===== src/rtl/uart_tx_serializer.sv =====
// -----------------------------------------------------------------------------
// uart_tx_serializer
//
// Purpose:
//   Serializes one DATA_WIDTH-bit word per frame onto an idle-high UART line:
//   start bit (0), data bits LSB first, optional even-parity bit, stop bit (1).
//   Each bit lasts exactly CLKS_PER_BIT enabled clock cycles, where
//   CLKS_PER_BIT = CLK_FREQ_HZ / BAUD_RATE (integer division, must be >= 2).
//
// Configuration macro:
//   UART_TX_PARITY_EN - when defined, a PARITY bit (XOR of the latched word,
//                       even parity) is sent between the last data bit and
//                       the stop bit. When undefined, the parity state and
//                       its logic are not built and DATA goes straight to STOP.
//
// Ports:
//   clk       in   1           rising-edge clock for all state
//   reset_n   in   1           asynchronous active-low reset
//   ena       in   1           global enable; low freezes every register
//   tx_data   in   DATA_WIDTH  word offered by the upstream FIFO
//   tx_valid  in   1           tx_data is valid this cycle
//   tx_ready  out  1           registered; word is taken when ena&valid&ready
//   tx        out  1           registered serial line, idle high
//   tx_busy   out  1           high whenever a frame is in progress
//   tx_done   out  1           one-cycle pulse after the stop bit completes
// -----------------------------------------------------------------------------
module uart_tx_serializer #(
  parameter int DATA_WIDTH  = 8,
  parameter int CLK_FREQ_HZ = 50000000,
  parameter int BAUD_RATE   = 115200
) (
  input  logic                  clk,
  input  logic                  reset_n,
  input  logic                  ena,
  input  logic [DATA_WIDTH-1:0] tx_data,
  input  logic                  tx_valid,
  output logic                  tx_ready,
  output logic                  tx,
  output logic                  tx_busy,
  output logic                  tx_done
);

  localparam int CLKS_PER_BIT = CLK_FREQ_HZ / BAUD_RATE;
  localparam int CNT_W        = (CLKS_PER_BIT > 1) ? $clog2(CLKS_PER_BIT) : 1;
  localparam int IDX_W        = (DATA_WIDTH > 1) ? $clog2(DATA_WIDTH) : 1;

  localparam logic [CNT_W-1:0] CNT_LAST = CNT_W'(CLKS_PER_BIT - 1);
  localparam logic [IDX_W-1:0] IDX_LAST = IDX_W'(DATA_WIDTH - 1);

  // FSM encoding
  localparam logic [2:0] ST_IDLE   = 3'd0;
  localparam logic [2:0] ST_START  = 3'd1;
  localparam logic [2:0] ST_DATA   = 3'd2;
`ifdef UART_TX_PARITY_EN
  localparam logic [2:0] ST_PARITY = 3'd3;
`endif
  localparam logic [2:0] ST_STOP   = 3'd4;

  logic [2:0]            state_reg,    state_next;
  logic [CNT_W-1:0]      baud_cnt_reg, baud_cnt_next;
  logic [IDX_W-1:0]      bit_idx_reg,  bit_idx_next;
  logic [DATA_WIDTH-1:0] shifter_reg,  shifter_next;
  logic                  tx_reg,       tx_next;
  logic                  tx_ready_reg, tx_ready_next;
  logic                  tx_done_reg,  tx_done_next;

  logic                  accept;
  logic                  bit_end;
  logic [DATA_WIDTH-1:0] shifted;

`ifdef UART_TX_PARITY_EN
  // Parity is captured at accept time because the shift register is
  // consumed while the data bits go out.
  logic                  parity_reg, parity_next;
  logic [DATA_WIDTH:0]   parity_chain;

  assign parity_chain[0] = 1'b0;
  genvar gi;
  generate
    for (gi = 0; gi < DATA_WIDTH; gi++) begin : g_parity
      assign parity_chain[gi+1] = parity_chain[gi] ^ tx_data[gi];
    end
  endgenerate
`endif

  assign accept  = ena & tx_valid & tx_ready_reg;
  assign bit_end = (baud_cnt_reg == CNT_LAST);
  assign shifted = shifter_reg >> 1;

  // ---------------------------------------------------------------------------
  // Next-state logic. tx is computed one edge ahead so the line comes
  // straight from a flop and changes on the same edge as the state.
  // ---------------------------------------------------------------------------
  always_comb begin
    state_next    = state_reg;
    baud_cnt_next = baud_cnt_reg;
    bit_idx_next  = bit_idx_reg;
    shifter_next  = shifter_reg;
    tx_next       = tx_reg;
    tx_done_next  = 1'b0;
`ifdef UART_TX_PARITY_EN
    parity_next   = parity_reg;
`endif

    // Ready is offered only from IDLE, and is withdrawn on the accept edge.
    // Coming out of STOP it therefore rises one cycle after tx_done.
    tx_ready_next = (state_reg == ST_IDLE) && !accept;

    // Baud counter runs in every non-idle state and wraps at bit end, which
    // also makes it zero on entry to the following state.
    if (state_reg != ST_IDLE) begin
      baud_cnt_next = bit_end ? '0 : baud_cnt_reg + CNT_W'(1);
    end

    case (state_reg)
      ST_IDLE: begin
        tx_next = 1'b1;
        if (accept) begin
          state_next    = ST_START;
          shifter_next  = tx_data;
          baud_cnt_next = '0;
          bit_idx_next  = '0;
          tx_next       = 1'b0;
`ifdef UART_TX_PARITY_EN
          parity_next   = parity_chain[DATA_WIDTH];
`endif
        end
      end

      ST_START: begin
        if (bit_end) begin
          state_next = ST_DATA;
          tx_next    = shifter_reg[0];
        end
      end

      ST_DATA: begin
        if (bit_end) begin
          shifter_next = shifted;
          if (bit_idx_reg == IDX_LAST) begin
            bit_idx_next = '0;
`ifdef UART_TX_PARITY_EN
            state_next   = ST_PARITY;
            tx_next      = parity_reg;
`else
            state_next   = ST_STOP;
            tx_next      = 1'b1;
`endif
          end else begin
            bit_idx_next = bit_idx_reg + IDX_W'(1);
            tx_next      = shifted[0];
          end
        end
      end

`ifdef UART_TX_PARITY_EN
      ST_PARITY: begin
        if (bit_end) begin
          state_next = ST_STOP;
          tx_next    = 1'b1;
        end
      end
`endif

      ST_STOP: begin
        tx_next = 1'b1;
        if (bit_end) begin
          state_next   = ST_IDLE;
          tx_done_next = 1'b1;
        end
      end

      default: begin
        // Unreachable encodings recover to a clean idle line.
        state_next    = ST_IDLE;
        baud_cnt_next = '0;
        bit_idx_next  = '0;
        tx_next       = 1'b1;
      end
    endcase
  end

  // ---------------------------------------------------------------------------
  // State registers. ena low freezes everything except tx_done, which is
  // cleared so a pulse can never stretch across a frozen period.
  // ---------------------------------------------------------------------------
  always_ff @(posedge clk or negedge reset_n) begin
    if (!reset_n) begin
      state_reg    <= ST_IDLE;
      baud_cnt_reg <= '0;
      bit_idx_reg  <= '0;
      shifter_reg  <= '0;
      tx_reg       <= 1'b1;
      tx_ready_reg <= 1'b0;
      tx_done_reg  <= 1'b0;
`ifdef UART_TX_PARITY_EN
      parity_reg   <= 1'b0;
`endif
    end else if (ena) begin
      state_reg    <= state_next;
      baud_cnt_reg <= baud_cnt_next;
      bit_idx_reg  <= bit_idx_next;
      shifter_reg  <= shifter_next;
      tx_reg       <= tx_next;
      tx_ready_reg <= tx_ready_next;
      tx_done_reg  <= tx_done_next;
`ifdef UART_TX_PARITY_EN
      parity_reg   <= parity_next;
`endif
    end else begin
      tx_done_reg  <= 1'b0;
    end
  end

  assign tx       = tx_reg;
  assign tx_ready = tx_ready_reg;
  assign tx_busy  = (state_reg != ST_IDLE);
  // Gate so tx_done reads 0 for the whole of any cycle where ena is low.
  assign tx_done  = tx_done_reg & ena;

endmodule


===== config.mk =====
export PLATFORM = sky130hd
export DESIGN_NAME = uart_tx_serializer
export DESIGN_NICKNAME = d
export VERILOG_FILES = /design/src/rtl/uart_tx_serializer.sv
export SDC_FILE = /design/constraint.sdc
export NUM_CORES = 1
export LEC_CHECK = 0
export ABC_AREA = 0
export CAP_MARGIN = 20
export CORE_MARGIN = 4
export CORE_UTILIZATION = 45
export DETAILED_ROUTE_END_ITERATION = 7
export HOLD_SLACK_MARGIN = 0.02
export PLACE_DENSITY = 0.73
export SLEW_MARGIN = 20
export SYNTH_ARGS = -nofsm -noshare
export SYNTH_HDL_FRONTEND = slang
export SYNTH_SLANG_ARGS = --single-unit
export TNS_END_PERCENT = 30

===== constraint.sdc =====
create_clock -name clk -period 5.7 [get_ports clk]
set_clock_uncertainty 0.15 [all_clocks]
set_input_delay 1.14 -clock clk [delete_from_list [all_inputs] [get_ports clk]]
set_output_delay 1.14 -clock clk [all_outputs]
set_load 0.02 [all_outputs]

==> impl_metrics.env <==
export IMPL_status="finished clean"
export IMPL_ys_dominant_reg_cell="sky130_fd_sc_hd__dfrtp_1"
export IMPL_cts_resized_gates=0
export IMPL_crit_path_cell_trace="clkdlybuf4s50_1 -> and2_1 -> clkdlybuf4s50_1"
export IMPL_edff_count_synth=0
export IMPL_gp_congestion=0.844
export IMPL_postLayoutCoreUtil_pct=55.5
export IMPL_setup_viol_count_final=0
export IMPL_relSlewSlack_pct=39.7
export IMPL_post_drt_wl_per_cell_um=14.4
export IMPL_timing_critical_path_slowest_stage_cell="sky130_fd_sc_hd__clkdlybuf4s50_1"
export IMPL_report_final_slew_viol_count=0
export IMPL_ios=16
export IMPL_design_die_area_um2=4420
export IMPL_top_post_synthesis_cells_by_area="sky130_fd_sc_hd__dfrtp_1 41%, sky130_fd_sc_hd__mux2_2 12%, sky130_fd_sc_hd__ha_1 3.2%"
export IMPL_global_route_usage_met2_pct=25.2
export IMPL_cts_path_max_buffers=2
export IMPL_cpMostUsedCell="sky130_fd_sc_hd__clkdlybuf4s50_1"
export IMPL_layout_area_overhead_vs_synth_pct=13.6
export IMPL_worstPathMaxFanout=13
export IMPL_final_design_area_no_fill_um2=1750
export IMPL_worstHoldPathType="reg2reg"
export IMPL_fraction_of_the_cycle_the_final_worst_path_needs_pct=69.7
export IMPL_final_hold_violation_count=0
export IMPL_clock_insertion_delay_worst_skew_ps=320
export IMPL_crit_reg2reg_launch="state_reg[0]"
export IMPL_root_buffer="sky130_fd_sc_hd__clkbuf_4"
export IMPL_post_cts_buffers=0
export IMPL_initial_antenna_violation_count=0
export IMPL_post_synth_most_frequent_cells="25 x sky130_fd_sc_hd__dfrtp_1, 17 x sky130_fd_sc_hd__mux2_2, 10 x sky130_fd_sc_hd__nand2_1"
export IMPL_worstSetupPathType="in2out"
export IMPL_cap_viol_max_count=0
export IMPL_worst_slew_pin_slew_ps=902
export IMPL_synth_warnings=0
export IMPL_timing_critical_path_required_ps=4410
export IMPL_unrepaired_setup_endpoints_after_global_routing="no"
export IMPL_floorplan_initialDensity_pct=48.8
export IMPL_dieWidth_um=66.5
export IMPL_grt_busiest_layer="met2"
export IMPL_viasPerCell=5.82
export IMPL_post_synth_top_area_fraction_pct=40.6
export IMPL_layout_drive_gt1_share_pct=21.7
export IMPL_final_net_count=178
export IMPL_port_buffer_count=15
export IMPL_p_leak_nw=0.729
export IMPL_dpl_instance_area_um2=1710
export IMPL_detail_route_wirelength_mm=2.95
export IMPL_synthesis_instances=148
export IMPL_critical_path_buf_inv_count=2
export IMPL_vdd_ir_drop_max_v=0.000278
export IMPL_worst_setup_end_kind="output pin"
export IMPL_hpwlAfterDp_mm=2.19
export IMPL_grt_max_degree=27
export IMPL_cellPowerDensity_nw_per_um2=436
export IMPL_synth_largest_area_cell="sky130_fd_sc_hd__dfrtp_1"
export IMPL_min_delay_start="shifter_reg[4]"
export IMPL_sinks_on_the_clock_net=26
export IMPL_floorplan_die_height_um=66.5
export IMPL_max_stage_delay_ps=750
export IMPL_globalRouteTotalUtil_pct=14.8
export IMPL_core_rowCount=20
export IMPL_arrival_ps=2680
export IMPL_initialDrtViolationCount=116
export IMPL_grt_overflow_total=0
export IMPL_tritoncts_num_buffers=3
export IMPL_cts_htree_levels=1
export IMPL_num_antenna_cells=0
export IMPL_synthMostInstantiatedCell="sky130_fd_sc_hd__dfrtp_1"
export IMPL_timing_setup_tns_ps=0
export IMPL_globalRouteMet1Util_pct=19.3
export IMPL_coreArea_um2=3150
export IMPL_first_pass_iters=4
export IMPL_clock_fmax_mhz=252
export IMPL_clk_pin_slew_worst_paths_ps=130
export IMPL_critPathLaunchType="primary input"
export IMPL_post_synthesis_net_count=164
export IMPL_grt_pass1_wl_mm=5.15
export IMPL_vias=1193
export IMPL_cts_hold_fix_buffers=0
export IMPL_netlist_area_um2=1540
export IMPL_clock_tree_from_tritoncts="done"
export IMPL_syn_avg_cell_area_um2=10.4
export IMPL_library_cells_used_by_synthesis=46
export IMPL_synth_ff_latch_count=26
export IMPL_synthArstFlopShare_pct=100
export IMPL_report_power_total_mw=0.763
export IMPL_met3_capacity_usage_during_global_routing_pct=3.54
export IMPL_layout_min_cycle_time_ps=3970
export IMPL_hold_worst_slack_ps=369
export IMPL_antenna_violating_nets_post_route=0
export IMPL_synth_seq_area_share_pct=42.3
export IMPL_path_delay_family="buffers and inverters"
export IMPL_largest_reg_flops=9
export IMPL_route_detailed_drc=0
export IMPL_grt_pass1_vias=1149
export IMPL_timing_critical_path_from="ena"
-- where the power goes --
part,internal [mW],total (mW),switching [mW],leakage [nW]
sequential,0.250,0.318,0.0680,0.331
clock,0.0391,0.0919,0.0528,0.0210
combinational,0.180,0.353,0.172,0.377
total,0.470,0.763,0.293,0.729
-- area by class of cell --
| class | count | area (um^2) |
|---|---|---|
| clock buffers | 4 | 36.3 |
| fillers | 305 | 1400 |
| inverters | 8 | 30.0 |
| multi-input cells | 108 | 832 |
| flip-flops and latches | 26 | 652 |
| well taps | 44 | 55.1 |
| repair buffers | 15 | 145 |
-- layout by cell type, fill, tap and decap left out, types with 2 or more instances in the layout --
cell type	count
sky130_fd_sc_hd__o21a_1	3
sky130_fd_sc_hd__nor4_1	5
sky130_fd_sc_hd__mux2_2	17
sky130_fd_sc_hd__a211o_1	2
sky130_fd_sc_hd__o31ai_1	5
sky130_fd_sc_hd__nand2b_1	2
sky130_fd_sc_hd__dfrtp_1	25
sky130_fd_sc_hd__a211oi_1	3
sky130_fd_sc_hd__nor2_1	4
sky130_fd_sc_hd__clkbuf_4	3
sky130_fd_sc_hd__o22ai_1	2
sky130_fd_sc_hd__ha_1	4
sky130_fd_sc_hd__and2_1	2
sky130_fd_sc_hd__inv_1	7
sky130_fd_sc_hd__nand4_1	2
sky130_fd_sc_hd__nor2b_1	2
sky130_fd_sc_hd__nand2_1	10
sky130_fd_sc_hd__a22o_1	3
sky130_fd_sc_hd__nor3_1	5
sky130_fd_sc_hd__clkdlybuf4s50_1	14
sky130_fd_sc_hd__nand3_1	2
sky130_fd_sc_hd__a21oi_1	4
sky130_fd_sc_hd__o21ai_0	9
sky130_fd_sc_hd__mux2i_1	2
-- worst register-to-register path: stages (launching register included) --
cell                       delay, ps
sky130_fd_sc_hd__dfrtp_1         590
sky130_fd_sc_hd__nand2b_1        280
sky130_fd_sc_hd__nor2_1          710
sky130_fd_sc_hd__mux2_2          420
sky130_fd_sc_hd__mux2_2          260
-- path summary, 6_finish.rpt --
check / to / depth (start not counted) / slack [ps]
min in group asynchronous: baud_cnt_reg[8] / 1 / 640
worst min-delay path: shifter_reg[4] / 1 / 370
max in group asynchronous: bit_idx_reg[2] / 1 / 4380
worst max register to register: shifter_reg[2] / 4 / 3180
worst min register to register: shifter_reg[4] / 1 / 370
worst max-delay path: tx_done / 3 / 1730
-- kinds of logic after synthesis --
logic type / after synthesis / synth area share [%]
mux: 19 / 13.7
xor+xnor: 2 / 1.14
compound gates: 38 / 18.6
buf+inv: 14 / 3.66
fa+ha+maj: 4 / 3.25
flops: 26 / 42.3
simple gates: 45 / 17.3
-- metal layers --
metal,vias up,share of wire (%)
li1,581,-
met1,578,45
met2,32,48
met5,-,0
met4,0,0.47
met3,2,6.3
-- through the flow --
step	cells	worst slack, ps
after CTS	205	1720
after global placement	201	1740
after floorplan	148	2740
after global routing	205	1650
after detailed placement	201	1730
final	205	1730
Note: power is estimated with default switching activity, not from simulation.
